[src/rtl/riscv_pkg.sv]
// Shared RISC-V pipeline definitions: datapath width, write-back select
// encoding, load funct3 codes and the load misalignment rule.
package riscv_pkg;

    localparam int XLEN = 32;

    typedef enum logic [1:0] {
        WB_ALU = 2'b00,
        WB_MEM = 2'b01,
        WB_PC4 = 2'b10
    } wb_sel_t;

    localparam logic [2:0] F3_LB  = 3'b000;
    localparam logic [2:0] F3_LH  = 3'b001;
    localparam logic [2:0] F3_LW  = 3'b010;
    localparam logic [2:0] F3_LBU = 3'b100;
    localparam logic [2:0] F3_LHU = 3'b101;

    // Undefined load funct3 codes behave as LW, so they need word alignment.
    function automatic logic ld_misaligned(
        input logic [2:0] f3,
        input logic [1:0] addr
    );
        logic mis;
        case (f3)
            F3_LB, F3_LBU: mis = 1'b0;
            F3_LH, F3_LHU: mis = addr[0];
            default:       mis = (addr != 2'b00);
        endcase
        return mis;
    endfunction

endpackage

[src/rtl/mem_wb_stage_load_align.sv]
// Load alignment: selects the byte/half lane of a memory word and extends it.
// Ports: data_i (read word), addr_i (addr[1:0]), funct3_i -> data_o, misalign_o.
module load_align
    import riscv_pkg::*;
(
    input  logic [XLEN-1:0] data_i,
    input  logic [1:0]      addr_i,
    input  logic [2:0]      funct3_i,
    output logic [XLEN-1:0] data_o,
    output logic            misalign_o
);

    logic [7:0]  byte_v;
    logic [15:0] half_v;

    always_comb begin
        byte_v = data_i[7:0];
        case (addr_i)
            2'b00:   byte_v = data_i[7:0];
            2'b01:   byte_v = data_i[15:8];
            2'b10:   byte_v = data_i[23:16];
            default: byte_v = data_i[31:24];
        endcase
    end

    assign half_v = addr_i[1] ? data_i[31:16] : data_i[15:0];

    always_comb begin
        data_o = data_i;
        case (funct3_i)
            F3_LB:   data_o = {{(XLEN-8){byte_v[7]}}, byte_v};
            F3_LBU:  data_o = {{(XLEN-8){1'b0}}, byte_v};
            F3_LH:   data_o = {{(XLEN-16){half_v[15]}}, half_v};
            F3_LHU:  data_o = {{(XLEN-16){1'b0}}, half_v};
            default: data_o = data_i;
        endcase
    end

    assign misalign_o = ld_misaligned(funct3_i, addr_i);

endmodule

[config.mk]
export PLATFORM = sky130hd
export DESIGN_NAME = load_align
export DESIGN_NICKNAME = d
export VERILOG_FILES = /design/src/rtl/riscv_pkg.sv /design/src/rtl/mem_wb_stage_load_align.sv
export SDC_FILE = /design/constraint.sdc
export NUM_CORES = 1
export LEC_CHECK = 0
export ABC_AREA = 1
export CAP_MARGIN = 20
export CORE_UTILIZATION = 36
export DETAILED_ROUTE_END_ITERATION = 7
export DONT_BUFFER_PORTS = 1
export PLACE_DENSITY = 0.58
export REMOVE_ABC_BUFFERS = 1
export SLEW_MARGIN = 20
export SYNTH_ARGS = -nofsm -noshare
export SYNTH_HDL_FRONTEND = slang
export SYNTH_SLANG_ARGS = --single-unit
[constraint.sdc]
create_clock -name vclk -period 1.35
set_input_delay 0.27 -clock vclk [all_inputs]
set_output_delay 0.27 -clock vclk [all_outputs]
set_load 0.01 [all_outputs]
==> out/metrics.csv <==
stage,metric,value,unit
synth,synthesis.instances,195,
worst_setup_path,path_buf_inv,2,
worst_setup_path,path_class,input pin to output pin,
layout,drive_above_1_share,0.2500,
synth,yosys.area.top_type,nand2_1,
floorplanning,start_util,0.3957,
global_routing,first_global_vias,1097,
min_path,worstHoldEndpoint,data_o[19],
layout,final-instance-count-excl-fill,226,
floorplanning,die_x,55.35,um
routing,drc_errors,0,
layout,nClkBuffers,0,
timing,holdWs,666.0,ps
synth,synth.area.top_cells,"nand2_1, nand3_2, nand3_1",
timing,finalSetupViolations,0,
synth,yosysSeqAreaShare,0,
worst_setup_path,cp-end-kind,output pin,
layout,syn2layout_area_growth,10.62,%
routing,vias,1218,
global_routing,gr-total-overflow,0,
synth,yosysWarnings,0,
timing,tns,0,ps
floorplanning,io_pins,70,
layout,final_nets,235,
min_path,hold_path_depth,2,
routing,drt-total-wl,3266,um
floorplanning,die_h,55.35,um
routing,highest_layer,met4,
global_routing,grt_pass1_wl,5202,um
routing,dr_wl_met2,1496,um
place,place_congestion,0.8369,
worst_setup_path,critPathLaunchType,input pin,
worst_setup_path,worst-path-max-fanout,21,
global_routing,grt_start_max_net_pins,36,
worst_setup_path,path_cells,clkinvlp_4 -> nand2_1 -> nand2_1 -> nand3_2 -> nand3_4 -> buf_4 -> nand3_1,
routing,wl_met3,230,um
timing,rsz0062_at_grt,false,
floorplanning,design.core.area,2590,um^2
floorplanning,rows,18,
worst_setup_path,critPathMostFrequentCell,nand2_1,
power_and_ir_drop,p_per_area,304.5,nW/um^2
timing,min_period,1273,ps
place,hpwl,2442,um
global_routing,grt.total_usage,0.2002,
timing,relSlewSlack,0.8463,
min_path,hold_class,input pin to output pin,
routing,final_antenna_net_count,0,
timing,fin_crit_sh,0.9431,
routing,wl_per_cell,14.45,um
synth,synthDominantCellAreaShare,0.2784,
synth,syn_area_per_cell,5.255,um^2
job,maxCapViolCount,0,
place,port_buffers,0,
place,dp.cells,226,
routing,firstDrtPassIters,4,
worst_setup_path,crit_family,simple AND/OR/NAND/NOR gates,
timing,tightest_slew,229.5,ps
timing,fmax,785.4,MHz
power_and_ir_drop,peakVddDrop,0.1276,mV
worst_setup_path,crit_required,1080,ps
routing,vias_per_cell,5.389,
timing,hold_violations,0,
worst_setup_path,arrival,1000,ps
routing,wl_met1,1524,um
layout,regArea,0,um^2
timing,drv_slew,0,
floorplanning,dieArea,3064,um^2
run_status,outcome,completed,
synth,synth_cell_types,20,
synth,synthesis.area,1025,um^2
routing,drtIter0Drc,47,
cts,cts_setup_buffers,0,
synth,synth_common_cells,"nand2_1, nand3_1, nor2_1",
synth,synth_most_common_cell,nand2_1,
min_path,hold_path.startpoint,funct3_i[1],
layout,antenna_cells,0,
worst_setup_path,slowest_stage,buf_4,
layout,fill_cells,294,
layout,multi_input_area,932.1,um^2
layout,seq_cells,0,
global_routing,antenna_found_initial,0,
worst_setup_path,max_stage_delay,170,ps
power_and_ir_drop,p_leak,0.0006632,uW
==> stage by stage <==
stage	util	power (uW)	area [um^2]	setup WS (ps)
floorplan	-	264.2	928.4	-263.6
global placement	0.4203	333.0	1089	46.23
detailed placement	0.4203	334.8	1089	32.94
CTS	0.4203	335.6	1089	27.49
global route	0.4377	379.0	1134	21.06
finish	0.4377	345.2	1134	76.81
==> routing by layer <==
layer / global-route usage / vias up
li1: - / 636
met1: 0.2969 / 527
met2: 0.3253 / 53
met3: 0.01874 / 2
met4: 0.01071 / 0
met5: 0 / -
==> cell type report <==
class,count,share of cell area
tap,30,0.03311
inverter,9,0.03311
timing repair buffer,13,0.1115
multi-input combinational,174,0.8223
==> placed cells by master (no fill, tap or decap), drive strengths merged <==
master    instances
inv               8
o21ai            15
nand3            44
buf              13
clkinvlp          1
o211ai            4
nand2            79
or2               1
a21oi             1
nor2             30
==> power by group <==
| part | switching [uW] | total [uW] | internal, uW | leakage [uW] |
|---|---|---|---|---|
| clock | 0 | 0 | 0 | 0 |
| sequential | 0 | 0 | 0 | 0 |
| combinational | 212 | 345 | 133 | 0.000663 |
| total | 212 | 345 | 133 | 0.000663 |
==> logic make-up (layout without fill, tap and decap cells) <==
group,after synthesis,in the layout,share of synthesized area
compound gates,20,20,0.1074
buf+inv,21,22,0.1270
simple gates,154,154,0.7656
==> worst max path at each step <==
stage | start | to | slack, ps | depth (start not counted)
after floorplan | addr_i[1] | data_o[11] | -260 | 6
after global placement | addr_i[1] | data_o[5] | 50 | 7
after detailed placement | addr_i[1] | data_o[9] | 30 | 7
after CTS | addr_i[1] | data_o[9] | 30 | 7
after global routing | addr_i[1] | data_o[31] | 20 | 7
final | addr_i[1] | data_o[31] | 80 | 7
==> timing repair <==
action	4_1_cts	5_1_grt
hold buffers	0	0
endpoints found under the setup margin	0	10
resized for setup	0	9
Power figures use the tool's default switching activity.
